## src/rtl/skyline_layer_if.sv

```systemverilog
// Timing-to-layer link for one skyline layer: raster strobes in, per-pixel hit/border out.
// master is the timing side; slave is the layer.
interface skyline_layer_if;
   logic       visible;
   logic       line_start;
   logic       frame_start;
   logic [9:0] vcount;
   logic       hit;
   logic       border;

   modport master (
      output visible,
      output line_start,
      output frame_start,
      output vcount,
      input  hit,
      input  border
   );

   modport slave (
      input  visible,
      input  line_start,
      input  frame_start,
      input  vcount,
      output hit,
      output border
   );
endinterface

```

## src/rtl/skyline_layer.sv

```systemverilog
// One parallax skyline layer: pseudo-random column heights from a 9-bit LFSR,
// scrolled horizontally by a per-frame sub-counter, producing registered hit/border.
module skyline_layer #(
   parameter int unsigned COL_W_LOG2 = 3,
   parameter int unsigned ROW_H_LOG2 = 4,
   parameter int unsigned TOP_LINE   = 112,
   parameter int unsigned SPEED_LOG2 = 0,
   parameter logic [8:0]  SEED       = 9'h1FF
) (
   input  logic          clk,
   input  logic          rst,
   skyline_layer_if.slave lyr
);

   localparam int unsigned SUB_W = (SPEED_LOG2 > 0) ? SPEED_LOG2 : 1;
   localparam logic [9:0]  TOP   = 10'(TOP_LINE);

   logic [8:0]            lfsr;
   logic [8:0]            lfsr_b;
   logic [COL_W_LOG2-1:0] col;
   logic [COL_W_LOG2-1:0] col_b;
   logic [SUB_W-1:0]      sub;
   logic [4:0]            cutoff;
   logic                  row_edge;
   logic                  hit_q;
   logic                  border_q;

   logic [9:0]            d;
   logic [9:0]            rows;
   logic [ROW_H_LOG2-1:0] roff;
   logic                  in_region;
   logic [4:0]            cutoff_nxt;
   logic                  row_edge_nxt;
   logic                  sub_wrap;
   logic                  px_in;

   function automatic logic [8:0] lfsr_step(input logic [8:0] s);
      return {s[7:0], s[8] ^ s[4]};
   endfunction

   always_comb begin
      in_region    = (lyr.vcount >= TOP);
      d            = lyr.vcount - TOP;
      rows         = d >> ROW_H_LOG2;
      roff         = d[ROW_H_LOG2-1:0];
      cutoff_nxt   = 5'd0;
      row_edge_nxt = 1'b0;
      if (in_region) begin
         cutoff_nxt   = (rows > 10'd16) ? 5'd16 : rows[4:0];
         row_edge_nxt = (roff == '0) | (&roff);
      end
   end

   // With SPEED_LOG2 == 0 the sub-counter is vestigial and every frame scrolls.
   assign sub_wrap = (SPEED_LOG2 == 0) || (&sub);
   assign px_in    = ({1'b0, lfsr[3:0]} < cutoff);

   always_ff @(posedge clk) begin
      if (rst) begin
         lfsr     <= SEED;
         lfsr_b   <= SEED;
         col      <= '0;
         col_b    <= '0;
         sub      <= '0;
         cutoff   <= 5'd0;
         row_edge <= 1'b0;
         hit_q    <= 1'b0;
         border_q <= 1'b0;
      end else begin
         hit_q    <= 1'b0;
         border_q <= 1'b0;
         if (lyr.line_start) begin
            // Reload uses the pre-scroll origin; a scroll step shows from the next line.
            lfsr     <= lfsr_b;
            col      <= col_b;
            cutoff   <= cutoff_nxt;
            row_edge <= row_edge_nxt;
            if (lyr.frame_start) begin
               sub <= sub + SUB_W'(1);
               if (sub_wrap) begin
                  col_b <= col_b + COL_W_LOG2'(1);
                  if (&col_b) begin
                     lfsr_b <= lfsr_step(lfsr_b);
                  end
               end
            end
         end else if (lyr.visible) begin
            col <= col + COL_W_LOG2'(1);
            if (&col) begin
               lfsr <= lfsr_step(lfsr);
            end
            hit_q    <= px_in;
            border_q <= px_in & ((col == '0) | row_edge);
         end
      end
   end

   assign lyr.hit    = hit_q;
   assign lyr.border = border_q;

endmodule

```

## src/flat_wrapper.sv

```systemverilog
// flat-port wrapper written by rule: the top's interface ports become plain ports
module skyline_layer_flat 
#(
   parameter int unsigned COL_W_LOG2 = 3,
   parameter int unsigned ROW_H_LOG2 = 4,
   parameter int unsigned TOP_LINE   = 112,
   parameter int unsigned SPEED_LOG2 = 0,
   parameter logic [8:0]  SEED       = 9'h1FF
)
  (clk, rst, lyr_visible, lyr_line_start, lyr_frame_start, lyr_vcount, lyr_hit, lyr_border);
  skyline_layer_if lyr_i ();
  input  logic clk;
  input  logic rst;
  input wire logic [$bits(lyr_i.visible)-1:0] lyr_visible;
  input wire logic [$bits(lyr_i.line_start)-1:0] lyr_line_start;
  input wire logic [$bits(lyr_i.frame_start)-1:0] lyr_frame_start;
  input wire logic [$bits(lyr_i.vcount)-1:0] lyr_vcount;
  output wire logic [$bits(lyr_i.hit)-1:0] lyr_hit;
  output wire logic [$bits(lyr_i.border)-1:0] lyr_border;
  assign lyr_i.visible = lyr_visible;
  assign lyr_i.line_start = lyr_line_start;
  assign lyr_i.frame_start = lyr_frame_start;
  assign lyr_i.vcount = lyr_vcount;
  assign lyr_hit = lyr_i.hit;
  assign lyr_border = lyr_i.border;
  skyline_layer #(.COL_W_LOG2(COL_W_LOG2), .ROW_H_LOG2(ROW_H_LOG2), .TOP_LINE(TOP_LINE), .SPEED_LOG2(SPEED_LOG2), .SEED(SEED)) u_core (.clk(clk), .rst(rst), .lyr(lyr_i));
endmodule
```

## config.mk

```make
export PLATFORM = sky130hd
export DESIGN_NAME = skyline_layer_flat
export DESIGN_NICKNAME = d
export VERILOG_FILES = /design/src/rtl/skyline_layer_if.sv /design/src/rtl/skyline_layer.sv /design/src/flat_wrapper.sv
export SDC_FILE = /design/constraint.sdc
export NUM_CORES = 1
export LEC_CHECK = 0
export ABC_AREA = 1
export CAP_MARGIN = 20
export CORE_ASPECT_RATIO = 1.25
export CORE_MARGIN = 2
export CORE_UTILIZATION = 50
export DETAILED_ROUTE_END_ITERATION = 10
export PLACE_DENSITY = 0.84
export SLEW_MARGIN = 20
export SYNTH_ARGS = -nofsm -noshare
export SYNTH_HDL_FRONTEND = slang
export SYNTH_SLANG_ARGS = --single-unit
```

## constraint.sdc

```tcl
create_clock -name clk -period 1.26 [get_ports clk]
set_clock_uncertainty 0.05 [all_clocks]
set_input_delay 0.252 -clock clk [delete_from_list [all_inputs] [get_ports clk]]
set_output_delay 0.252 -clock clk [all_outputs]
set_load 0.02 [all_outputs]
```

-- After elaboration in Yosys (flattened, before gate mapping)
Index checks and enable logic that the tools add are counted.
- bitwise logic cells: 6
- $lt $le $gt $ge: 3
- reductions and logical operators: 10
- $add $sub $neg: 3
- muxes and demuxes: 8
- operators by type and width (cell ; number):
    2-to-1 mux 9 bit ; 3
    >= comparator 10 x 7 -> 1 bit, second input constant ; 1
    2-to-1 mux 5 bit ; 2
    subtractor 10 x 7 -> 10 bit, second input constant ; 1
    adder 3 x 1 -> 3 bit, second input constant ; 2
    > comparator 6 x 5 -> 1 bit, second input constant ; 1
    2-to-1 mux 3 bit ; 2
    < comparator 4 x 5 -> 1 bit ; 1
    AND reduction 5 bit ; 1
    zero test 4 bit ; 1
    AND reduction 2 bit ; 2
    AND reduction 4 bit ; 1
    nonzero test 2 bit ; 2
    zero test 3 bit ; 1
    AND reduction 3 bit ; 1
    OR reduction 3 bit ; 1
    bitwise OR 1 bit ; 2
    bitwise XOR 1 bit ; 2
    AND 1 bit ; 1
    2-to-1 mux 1 bit ; 1
    NOT 1 bit ; 1
- word-level logic and storage cells: 38
- register bits after elaboration: 32
- output and inout bits: 2
- input bits: 15

-- Logic depth before layout (Yosys ltp)
- word-level depth: 4
- gate-level depth with buffers: 9
- gate-level depth less buffers: 9

-- Least setup slack after synthesis
No wires, ideal clock.
- kind: reg2reg
- from: reg u_core.col_b[0]
- to: reg u_core.lfsr_b[0]
- cell stages (with the launch flop): 7
- arrival: 1.114 ns
- clock period less this slack: 1.289 ns
- library setup time: 0.125 ns
- data required time: 1.085 ns
- path slack: -0.029 ns
- buffers on the path: 0
- cell sequence: dfxtp_1 > ha_1 > inv_1 > nor3_4 > inv_4 > nand2_1 > o211ai_2
- longest elaborated chain between the ends: 1
- RTL lines (element ; RTL line ; RTL):
    start: declaration ; skyline_layer.sv:21 ; logic [COL_W_LOG2-1:0] col_b;
    start signal: assignment ; skyline_layer.sv:81 ; col_b <= col_b + COL_W_LOG2'(1);
    AND reduction 5 bit (no line) ; n/a ;
    end signal: assignment ; skyline_layer.sv:83 ; lfsr_b <= lfsr_step(lfsr_b);
    end: declaration ; skyline_layer.sv:19 ; logic [8:0] lfsr_b;
Every way passes these cells.
A chain may end at the register's enable or synchronous reset.

-- Final worst setup path
- from: in lyr_line_start
- to: reg u_core.col[2]
- longest elaborated chain between the ends: 1
- elaborated cells between the ends (all ways): 2
- classes of those cells: mux: 1; reduce/logical: 1
- RTL lines (element ; RTL line ; RTL):
    start: declaration ; flat_wrapper.sv:15 ; input wire logic [$bits(lyr_i.line_start)-1:0] lyr_line_start;
    2-to-1 mux 3 bit or nonzero test 2 bit (tied branches) ; n/a ;
    end signal: assignment ; skyline_layer.sv:75 ; col <= col_b;
    end signal: assignment ; skyline_layer.sv:88 ; col <= col + COL_W_LOG2'(1);
    end: declaration ; skyline_layer.sv:20 ; logic [COL_W_LOG2-1:0] col;
Several ways; a longest one is shown, not always the timed one.

==> impl_metrics.tcl <==
set metrics [dict create \
    worst_ep_arrival_time_ns 1.43 \
    coreArea_sq_mm 0.00297 \
    final_nets 282 \
    syn_avg_cell_area_sq_um 7.20 \
    tightest_slew_ns 0.249 \
    met2_usage_pct 44.2 \
    clk_pin_slew_ns 0.10 \
    synth.distinct_cells 23 \
    switching_share_pct 26.0 \
    worstSetupPathType "input pin to flip-flop" \
    drtAntennaViolNets 0 \
    p_sw_uw 573 \
    post-route-util_pct 72.0 \
    leakagePower_uw 0.00102 \
    p_int_uw 1630 \
    place.gp.congestion 0.794 \
    cp-end-kind "flip-flop" \
    root_buffer "clkbuf_4" \
    min_period_ns 1.25 \
    antenna_found_initial 0 \
    drv_slew 0 \
    seq_area_frac_synth_pct 41.0 \
    cts_buffers 5 \
    hold_class "flip-flop to flip-flop" \
    power.density_mw_per_mm2 1030 \
    grtUsageTotal_pct 25.3 \
    die_h_um 66.5 \
    rsz0062_at_grt "yes" \
    power.share.sequential_pct 48.8 \
    max-cap-violations 0 \
    path_max_fanout 7 \
    endpoint "u_core.col[2]" \
    port-buffer-count 16 \
    grt_pass1_vias 1445 \
    worstHoldStart "u_core.lfsr[5]" \
    fp.dieW_um 54.0 \
    critPathLaunchType "input pin" \
    vias 1566 \
    fill_cells 217 \
    setup-violations-final 0 \
    fmax_mhz 798 \
    multiInputGateArea_sq_um 910 \
    tritoncts "built" \
    drtPass1Iterations 4 \
    synth_warnings 0 \
    grtUsageMet1_pct 27.3 \
    rr_startpoint "u_core.col[0]" \
    drcViolationCount 0 \
    post_drt_wl_per_cell_um 14.0 \
    synth_fp_nets 240 \
    syn_area_sq_mm 0.00156 \
    htreeDepth 2 \
    period_share_pct 99.5 \
    dp_hpwl_um 2610 \
    synth_seq_cells 32 \
    maxSlewHeadroom_pct 83.4 \
    busiest_layer "met2" \
    ctsLongestPathBuffers 2 \
    syn2layout_area_growth_pct 37.0 \
    hold_violations 0 \
    grtUsageMet3_pct 7.62 \
    hold_slack_ns 0.409 \
    dieArea_sq_mm 0.00359 \
    regArea_sq_um 654 \
    clock_sinks 32 \
    viasPerCell 5.29 \
    pwr-share-clk_pct 35.3 \
    reg2reg_depth 6 \
    p_comb_share_pct 15.9 \
    grt_max_degree 12 \
    wirelength_um 4140 \
    grt-ovfl-total 0 \
    initial_core_util_pct 52.6 \
    drt_iter0_drc 67 \
    synth_cells 217 \
    r2r_end "u_core.col[2]" \
    crit_path_start "lyr_line_start" \
    ff2ff_setup_slack_ns 0.03 \
    required_ns 1.44 \
    insertion_delay_ns 0.34 \
    cts_hold_buffers 0 \
    ir_drop_mv 0.911 \
    antennaDiodeCount 0 \
    status "finished, final reports clean" \
    io_pins 17 \
    rows 22 \
    grt_pass1_wl_um 6410 \
    drive_above_1_share_pct 28.8 \
    finalSetupTns_ns 0 \
]
worst min-delay path by stage:
stage	endpoint	slack (ns)	cells after the start
CTS	u_core.lfsr[6]	0.41	2
finish	u_core.lfsr[6]	0.41	2
global placement	u_core.lfsr[7]	0.39	2
global route	u_core.lfsr[6]	0.44	2
detailed placement	u_core.lfsr[8]	0.39	2
floorplan	u_core.col_b[1]	0.36	2
power by group through the flow:
stage / registers, uW / logic, uW / clock network, uW
floorplan: 1090 / 160 / 0
global placement: 1090 / 288 / 0
detailed placement: 1090 / 299 / 0
CTS: 1070 / 321 / 789
global route: 1080 / 384 / 832
finish: 1080 / 351 / 778
registers in the layout, summed over array words and instances (netlist names):
register and cells:
u_core.cutoff 5, u_core.col 3, u_core.row_edge 1, u_core.lyr.hit 1, u_core.col_b 3, u_core.lfsr 9, u_core.lfsr_b 9, u_core.lyr.border 1
cell type report:
| cell class | instances | share of cell area [%] |
|---|---|---|
| multi-input cells | 152 | 42.5 |
| flip-flops and latches | 32 | 30.6 |
| repair buffers | 39 | 15.8 |
| inverters | 29 | 5.44 |
| well taps | 36 | 2.10 |
| clock buffers | 6 | 1.93 |
| clock inverters | 2 | 1.64 |
critical path, cell delays in order:
cell,delay (ns)
dlygate4sd2_1,0.34
buf_6,0.19
inv_2,0.08
nand2_1,0.11
inv_1,0.10
nand2_2,0.07
o21ai_2,0.06
o21ai_1,0.17
inv_1,0.06
cells by family after synthesis:
logic type,after synthesis,share of synthesized area (%)
AOI/OAI and AO/OA,31,11.2
buffers and inverters,34,9.05
xor gates and xnor gates,4,2.24
DFF,32,41.0
and+or+nand+nor,108,30.1
adders and majority gates,8,6.41
cell usage in the layout (no fill, tap or decap), drive strengths merged, types with 7 or more instances in the layout:
cell           synthesis  layout
nand3                 24      24
clkdlybuf4s50          0      10
dfxtp                 32      32
buf                    4      23
nor2                  11      12
a21oi                 17      17
nand2                 66      66
inv                   29      29
o21ai                  8       8
clkbuf                 1       7
ha                     8       8
metal layers:
| metal | vias to the layer above | share of wire (%) |
|---|---|---|
| li1 | 791 | - |
| met1 | 724 | 40 |
| met2 | 34 | 52 |
| met3 | 17 | 3.0 |
| met4 | 0 | 4.7 |
| met5 | - | 0 |
Yosys cell counts, drive strengths merged:
cell type,instances,share of area [%]
a21oi,17,5.4
a22oi,2,0.96
buf,4,1.7
clkbuf,1,0.24
dfxtp,32,41
ha,8,6.4
inv,29,7.1
nand2,66,16
nand3,24,7.7
nand4,4,1.6
nor2,11,2.8
nor3,3,1.7
o211ai,4,2.2
o21ai,8,2.6
xnor2,3,1.7
xor2,1,0.56
repair_timing:
action,CTS,global route
endpoints found under the setup margin,28,28
pin swaps,15,11
gates cloned,1,0
resized for setup,37,25
setup buffers,2,1
per-stage QoR:
stage / total power (uW) / std cells / worst slack [ns] / instance area, sq um
2_1_floorplan: 1250 / 217 / 0.0115 / 1560
3_3_place_gp: 1370 / 285 / -0.442 / 1900
3_5_place_dp: 1390 / 285 / -0.470 / 1900
4_1_cts: 2180 / 296 / -0.00441 / 2080
5_1_grt: 2300 / 296 / -0.0455 / 2140
6_report: 2200 / 296 / 0.00630 / 2140
Power figures use the tool's default switching activity.
